[src/rtl/dt_pkg.sv]
// Shared types and helpers for the decision-tree feature loader slice.
package dt_pkg;

  localparam int unsigned DT_N = 8;
  localparam int unsigned DT_C = 1;

  typedef enum logic [1:0] {
    StFill,
    StDrain,
    StEval,
    StResult
  } dt_state_e;

  // Index width for a frame of num_feat beats; never narrower than one bit.
  function automatic int unsigned feat_idx_w(input int unsigned num_feat);
    return (num_feat > 1) ? $clog2(num_feat) : 1;
  endfunction

endpackage

[src/rtl/dt_feature_bank.sv]
// NUM_FEAT x N feature register bank with indexed write and flat output.
module dt_feature_bank
  import dt_pkg::*;
#(
  parameter int unsigned N        = DT_N,
  parameter int unsigned NUM_FEAT = 30,
  parameter int unsigned IW       = feat_idx_w(NUM_FEAT)
) (
  input  logic                  clk,
  input  logic                  rst,
  input  logic                  we,
  input  logic [IW-1:0]         widx,
  input  logic [N-1:0]          wdata,
  output logic [NUM_FEAT*N-1:0] feat_flat
);

  logic [NUM_FEAT*N-1:0] bank_q;

  always_ff @(posedge clk) begin
    if (rst) begin
      bank_q <= '0;
    end else if (we) begin
      for (int k = 0; k < NUM_FEAT; k++) begin
        if (widx == IW'(k)) begin
          bank_q[k*N +: N] <= wdata;
        end
      end
    end
  end

  assign feat_flat = bank_q;

endmodule

[src/rtl/dt_feature_loader.sv]
// Serial-to-parallel feature loader feeding a combinational decision tree.
// Optional DT_FRAME_CNT_EN adds frame_cnt / err_cnt result counters.
module dt_feature_loader
  import dt_pkg::*;
#(
  parameter int unsigned N        = DT_N,
  parameter int unsigned NUM_FEAT = 30,
  parameter int unsigned C        = DT_C
) (
  input  logic                  clk,
  input  logic                  rst,
  input  logic                  s_valid,
  output logic                  s_ready,
  input  logic [N-1:0]          s_data,
  input  logic                  s_last,
  output logic [NUM_FEAT*N-1:0] feat_flat,
  output logic                  feat_valid,
  input  logic [C-1:0]          cls_in,
  output logic                  m_valid,
  input  logic                  m_ready,
  output logic [C-1:0]          m_cls,
  output logic                  m_err
`ifdef DT_FRAME_CNT_EN
  ,
  output logic [15:0]           frame_cnt,
  output logic [7:0]            err_cnt
`endif
);

  localparam int unsigned IW = feat_idx_w(NUM_FEAT);
  localparam logic [IW-1:0] LastIdx = IW'(NUM_FEAT - 1);

  dt_state_e     state_q;
  logic [IW-1:0] idx_q;
  logic          err_q;
  logic          s_ready_q;
  logic          feat_valid_q;
  logic          m_valid_q;
  logic [C-1:0]  m_cls_q;
  logic          m_err_q;

  logic beat;
  logic bank_we;
  logic handshake;

  always_comb begin
    beat      = s_valid & s_ready_q;
    bank_we   = beat & (state_q == StFill);
    handshake = m_valid_q & m_ready;
  end

  always_ff @(posedge clk) begin
    if (rst) begin
      state_q      <= StFill;
      idx_q        <= '0;
      err_q        <= 1'b0;
      s_ready_q    <= 1'b1;
      feat_valid_q <= 1'b0;
      m_valid_q    <= 1'b0;
      m_cls_q      <= '0;
      m_err_q      <= 1'b0;
    end else begin
      unique case (state_q)
        StFill: begin
          if (beat) begin
            if (s_last) begin
              // Early last leaves unwritten features at previous-frame values.
              if (idx_q != LastIdx) err_q <= 1'b1;
              idx_q        <= '0;
              s_ready_q    <= 1'b0;
              feat_valid_q <= 1'b1;
              state_q      <= StEval;
            end else if (idx_q == LastIdx) begin
              err_q   <= 1'b1;
              idx_q   <= '0;
              state_q <= StDrain;
            end else begin
              idx_q <= idx_q + 1'b1;
            end
          end
        end
        StDrain: begin
          if (beat && s_last) begin
            s_ready_q    <= 1'b0;
            feat_valid_q <= 1'b1;
            state_q      <= StEval;
          end
        end
        StEval: begin
          // Bank has been stable for this whole cycle, so cls_in has settled.
          m_cls_q   <= cls_in;
          m_err_q   <= err_q;
          m_valid_q <= 1'b1;
          state_q   <= StResult;
        end
        StResult: begin
          if (handshake) begin
            m_valid_q    <= 1'b0;
            err_q        <= 1'b0;
            feat_valid_q <= 1'b0;
            s_ready_q    <= 1'b1;
            state_q      <= StFill;
          end
        end
        default: state_q <= StFill;
      endcase
    end
  end

  dt_feature_bank #(
    .N        (N),
    .NUM_FEAT (NUM_FEAT),
    .IW       (IW)
  ) u_bank (
    .clk       (clk),
    .rst       (rst),
    .we        (bank_we),
    .widx      (idx_q),
    .wdata     (s_data),
    .feat_flat (feat_flat)
  );

  assign s_ready    = s_ready_q;
  assign feat_valid = feat_valid_q;
  assign m_valid    = m_valid_q;
  assign m_cls      = m_cls_q;
  assign m_err      = m_err_q;

`ifdef DT_FRAME_CNT_EN
  logic [15:0] frame_cnt_q;
  logic [7:0]  err_cnt_q;

  always_ff @(posedge clk) begin
    if (rst) begin
      frame_cnt_q <= '0;
      err_cnt_q   <= '0;
    end else if (handshake) begin
      frame_cnt_q <= frame_cnt_q + 16'd1;
      if (m_err_q && (err_cnt_q != 8'hFF)) err_cnt_q <= err_cnt_q + 8'd1;
    end
  end

  assign frame_cnt = frame_cnt_q;
  assign err_cnt   = err_cnt_q;
`endif

endmodule

[config.mk]
export PLATFORM = sky130hd
export DESIGN_NAME = dt_feature_loader
export DESIGN_NICKNAME = d
export VERILOG_FILES = /design/src/rtl/dt_pkg.sv /design/src/rtl/dt_feature_bank.sv /design/src/rtl/dt_feature_loader.sv
export SDC_FILE = /design/constraint.sdc
export NUM_CORES = 1
export LEC_CHECK = 0
export CAP_MARGIN = 20
export CORE_AREA = 2 2 146 148
export DETAILED_ROUTE_END_ITERATION = 12
export DIE_AREA = 0 0 148 150
export PLACE_DENSITY = 0.88
export SYNTH_ARGS = -nofsm -noshare
export SYNTH_HDL_FRONTEND = slang
export SYNTH_SLANG_ARGS = --single-unit
[constraint.sdc]
create_clock -name clk -period 2.6 [get_ports clk]
set_clock_uncertainty 0.05 [all_clocks]
set_input_delay 0.39 -clock clk [delete_from_list [all_inputs] [get_ports clk]]
set_output_delay 0.39 -clock clk [all_outputs]
set_load 0.03 [all_outputs]
After elaboration in Yosys (flattened, before gate mapping)
Index checks and enable logic that the tools add are counted.

Register bits after elaboration: 253. Bits of input ports: 14. Output and inout bits: 245. Word-level logic and storage cells: 146.

$add $sub $neg: 1. Equality and inequality tests: 39. Muxes and demuxes: 24. Bitwise operators: 3. Reductions and logical operators: 41.

Operators with widths (number): 5-bit == test (second input constant) (14); 2-bit AND reduction (32); 5-bit by 4-bit == test with 1-bit output (second input constant) (8); 5-bit by 3-bit == test with 1-bit output (second input constant) (4); 1-bit 2-to-1 mux (12); 5-bit by 2-bit == test with 1-bit output (second input constant) (2); 2-bit 2-to-1 mux (5); 5-bit 2-to-1 mux (2); 5-bit AND reduction (2); 2-bit inequality test (second input constant) (4); 2-bit one-hot mux with 4 select lines (1); 3-bit by 2-bit inequality test with 1-bit output (second input constant) (2); 1-bit one-hot mux with 3 select lines (2); 5-bit by 1-bit adder with 5-bit output (second input constant) (1); 5-bit by 1-bit == test with 1-bit output (second input constant) (1); 5-bit zero test (1); 5-bit inequality test (second input constant) (1); 2-bit == test (second input constant) (2); 1-bit one-hot mux with 2 select lines (2); 4-bit AND reduction (1); 2-bit nonzero test (2); 1-bit bitwise AND (3); 3-bit nonzero test (1); 2-bit by 1-bit == test with 1-bit output (second input constant) (1); other kinds (2) (2).

Logic depth before layout (Yosys ltp)
Word-level depth: 5. Gate-level depth with buffers: 8.

Cells and area by module
From an unflattened synthesis, not the netlist that was laid out.

Cells, all modules: 917. Area, all modules: 10143.5 um2.

By module, submodules not included: dt_feature_bank (times used 1, cells an instance 836, area an instance 9409.0 um2, sequential area each 4804.6 um2); dt_feature_loader (times used 1, cells an instance 81, area an instance 734.5 um2, sequential area each 260.2 um2).

Least setup slack after synthesis
OpenSTA, ideal clock, no wires.

Path type: register to register. Start point: reg s_ready_q (netlist: s_ready). End point: reg u_bank.bank_q[24] (netlist: u_bank.feat_flat[24]). Library setup time: 128 ps. Data arrival time: 1736 ps. Slack: 687 ps. Stages on the path, launching flop included: 8. Period minus slack after synthesis: 1913 ps. Cells stage by stage: dfxtp_1 > buf_4 > nand2b_4 > buf_6 > buf_6 > nor3_4 > mux2i_1 > nor2_1.

Word-level cells in the longest chain between the ends: 3.

Ends and longest elaborated chain: start: declaration (RTL line dt_feature_loader.sv:36) `logic s_ready_q;`; start signal: assignment (RTL line dt_feature_loader.sv:57) `s_ready_q <= 1'b1;`; start signal: assignment (RTL line dt_feature_loader.sv:70) `s_ready_q <= 1'b0;`; start signal: assignment (RTL line dt_feature_loader.sv:84) `s_ready_q <= 1'b0;`; 1-bit bitwise AND (RTL line dt_feature_loader.sv:47) `beat = s_valid & s_ready_q;`; 1-bit bitwise AND (RTL line dt_feature_loader.sv:48) `bank_we = beat & (state_q == StFill);`; 2-bit AND reduction (no source line); end signal: indexed assignment (RTL line dt_feature_bank.sv:25) `bank_q[k*N +: N] <= wdata;`; end: declaration (RTL line dt_feature_bank.sv:17) `logic [NUM_FEAT*N-1:0] bank_q;`.

No other way between the ends. A chain may end at the register's enable or synchronous reset.

Final worst setup path
Start point: reg state_q[1]. End point: reg u_bank.bank_q[34] (netlist: u_bank.feat_flat[34]).

Word-level cells in the longest chain between the ends: 3.

Ends and longest elaborated chain: start: declaration (RTL line dt_feature_loader.sv:33) `dt_state_e state_q;`; start signal: assignment (RTL line dt_feature_loader.sv:54) `state_q <= StFill;`; start signal: assignment (RTL line dt_feature_loader.sv:72) `state_q <= StEval;`; start signal: assignment (RTL line dt_feature_loader.sv:76) `state_q <= StDrain;`; 2-bit zero test (RTL line dt_feature_loader.sv:48); 1-bit bitwise AND (RTL line dt_feature_loader.sv:48); 2-bit AND reduction (no source line).

No other way between the ends.

==> metrics.txt <==
# H-tree levels=1; Yosys reg bits=253; Post-Syn Nets=944; Die Ht=150 um; TritonCTS sink count=between 200 and 300; final net count=~1,200; Initial DRC Count=413; Post-CTS Resized=0; GRT Resource Usage Total=23.8%; commonest non-fill, non-tap cell in the layout=clkdlybuf4s50_1; core area=~0.021 mm^2; largest net degree at the start of global routing=just under 90; Seq pwr share=44.3%; num rows=53; CP startpoint kind=flip-flop; first-pass GRT wire length=roughly 42 mm; kind of critical path=flip-flop to flip-flop; Post-Syn Instances=920; critical path required time=2960 ps; crit-path max FO=11; Place WS=-63.2 ps; Int Pwr=just under 7 mW; Pwr Density=666 mW/mm^2; clock network power share=44.7%; Worst-path clk slew=60 ps; width of the chip=around 150 um; First-pass DRT Iterations=5; post-synthesis area per instance=10.6 um^2; DRC=0; Die Area=~0.022 mm^2; Worst Max-Slew Pin Slew=929 ps; Psw=2.34 mW; CTS root buf=clkbuf_16; Hold WC Path Type=input pin to flip-flop; endpoints failing setup=0; Comb power frac=between 10% and 20%; Tmin final=between 2000 and 2500 ps; period utilization=94.2%; Slew Limit Fails=0; leak pwr=4.72 nW; WL per Instance=18.6 um; final hold slack=around 120 ps; post-detail-place hpwl=17.1 mm; antenna fix cells=0; CP endpoint kind=flip-flop; CTS tree=built; global route overflow=0; CTS Buf Count=27; crit path DAT=2800 ps; VDD IR-drop max=0.579 mV; flop2flop setup slack=150 ps; Via density=~5; mapped cell area=0.00973 mm^2; Port Buffer Count=roughly 260; Routed Antenna Nets=0; placed insts=between 1,000 and 1,500; GP Congestion=0.781; total vias in the final route=7,433; fin area=0.0136 mm^2; DRT Wirelength=27.4 mm; share of post-route cells with drive strength above 1=about a tenth; outcome=complete, no violations; slew margin rel.=38.1%; Final Hold Viols=0; Setup WS post-layout=152 ps; number of distinct library cells after synthesis=37; io pins=between 200 and 300; register area share after synthesis=52.0%; maximum clock frequency=408 MHz; area added between synthesis and finish=39.9%; most frequent cells in the layout=clkdlybuf4s50_1 (256), dfxtp_1 (253), nor2_1 (243); worst-skew pair later-pin latency=~530 ps; YS warnings=0; initial antenna violation count=0; fin cells=1,472; clock buffer depth=3; Net Sw Frac=between 20 and 30%; Initial Util=between 40 and 50%; Max-cap violations=0; vias in the first global route=about 7,400; DP Area=around 0.013 mm^2; RSZ-0062 raised after global routing=no; Hold-fix buffers, CTS=0
[layer usage]
layer	routed length (um)	GRT usage [%]	vias to the layer above
met1	11500	29.7	3549
li1	-	-	3586
met3	2100	6.98	50
met2	13100	40.3	248
met5	0	0	-
met4	658	6.67	0
[worst paths after layout]
check                                startpoint  cells after the start                                 end
max                     state_q[1]$_SDFFE_PP0P_                      6   u_bank.feat_flat[34]$_SDFFE_PP0P_
min                                         rst                      2                  m_cls$_SDFFE_PP0P_
max reg2reg             state_q[1]$_SDFFE_PP0P_                      6   u_bank.feat_flat[34]$_SDFFE_PP0P_
min reg2reg  u_bank.feat_flat[121]$_SDFFE_PP0P_                      2  u_bank.feat_flat[121]$_SDFFE_PP0P_
[repair_timing]
action                                  4_1_cts  5_1_grt
endpoints found under the setup margin        1       15
cloned                                        0        0
buffers inserted                              1        3
pin swaps                                     1        2
[critical path: stages, from the launching register on]
cell	delay (ps)
dfxtp_1	350
inv_1	120
ha_1	500
nand3_4	360
nor3_4	570
mux2i_1	300
nor2_1	70
[cells by family (layout without fill, tap and decap cells)]
logic type / after synthesis / after routing / share of synthesized area, %
and+or+nand+nor: 321 / 321 / 17.2
DFF: 253 / 253 / 52.0
muxes: 238 / 238 / 24.5
buffers and inverters: 72 / 349 / 3.37
AOI/OAI and AO/OA: 26 / 26 / 1.67
adders and majority gates: 10 / 10 / 1.29
[cell usage after synthesis]
master / count / share of area (%)
nor2_1: 243 / 9.4
dfxtp_1: 253 / 52
buf_2: 4 / 0.21
a311oi_1: 1 / 0.090
a22oi_1: 2 / 0.15
a211oi_1: 1 / 0.077
and4_1: 1 / 0.090
nor3_4: 28 / 4.7
a211o_1: 1 / 0.090
nand3_2: 1 / 0.10
nand2_1: 22 / 0.85
nand3_4: 3 / 0.54
nand2b_1: 4 / 0.26
buf_6: 6 / 0.69
and2_1: 1 / 0.064
inv_1: 6 / 0.23
a31oi_1: 1 / 0.064
mux2_2: 1 / 0.12
or2_1: 1 / 0.064
a21boi_0: 1 / 0.077
buf_4: 2 / 0.15
o32a_1: 1 / 0.10
nor2b_1: 3 / 0.19
o21ba_2: 1 / 0.10
ha_1: 10 / 1.3
nor3_1: 3 / 0.15
nand2_4: 1 / 0.12
o21ai_0: 3 / 0.15
mux2i_1: 237 / 24
and3_1: 2 / 0.13
a21oi_1: 13 / 0.67
a32oi_1: 1 / 0.090
nand2b_4: 1 / 0.14
or2_2: 1 / 0.064
nand3_1: 5 / 0.26
nand4b_1: 1 / 0.090
clkbuf_1: 54 / 2.1
[metrics by stage]
stage          TNS [ps]  util, %  power, mW
2_1_floorplan         0        -       4.83
3_3_place_gp      -14.1     61.0       5.08
3_5_place_dp       -630     61.0       5.10
4_1_cts               0     65.7       9.15
5_1_grt               0     65.8       9.40
6_report              0     65.8       9.07
[power by group through the flow]
| stage | Clock [mW] | Combinational (mW) | Sequential, mW |
|---|---|---|---|
| after detailed placement | 0 | 0.996 | 4.10 |
| after floorplan | 0 | 0.646 | 4.19 |
| after global routing | 4.30 | 1.07 | 4.03 |
| final | 4.06 | 0.994 | 4.02 |
| after CTS | 4.13 | 1.00 | 4.02 |
| after global placement | 0 | 0.981 | 4.10 |
[cell type report]
cell class,count,area [um^2]
sequential,253,5060
tap,275,344
clock inverter,16,209
multi-input combinational,595,4350
timing repair buffer,293,2890
fill,1608,7070
clock buffer,34,742
inverter,6,22.5
[state kept, by name (all words and copies together), names as in the netlist]
name              cells
err_q                 1
feat_valid            1
idx_q                 5
m_cls                 1
m_err                 1
m_valid               1
s_ready               1
state_q               2
u_bank.feat_flat    240
(Power assumes the default switching activity.)
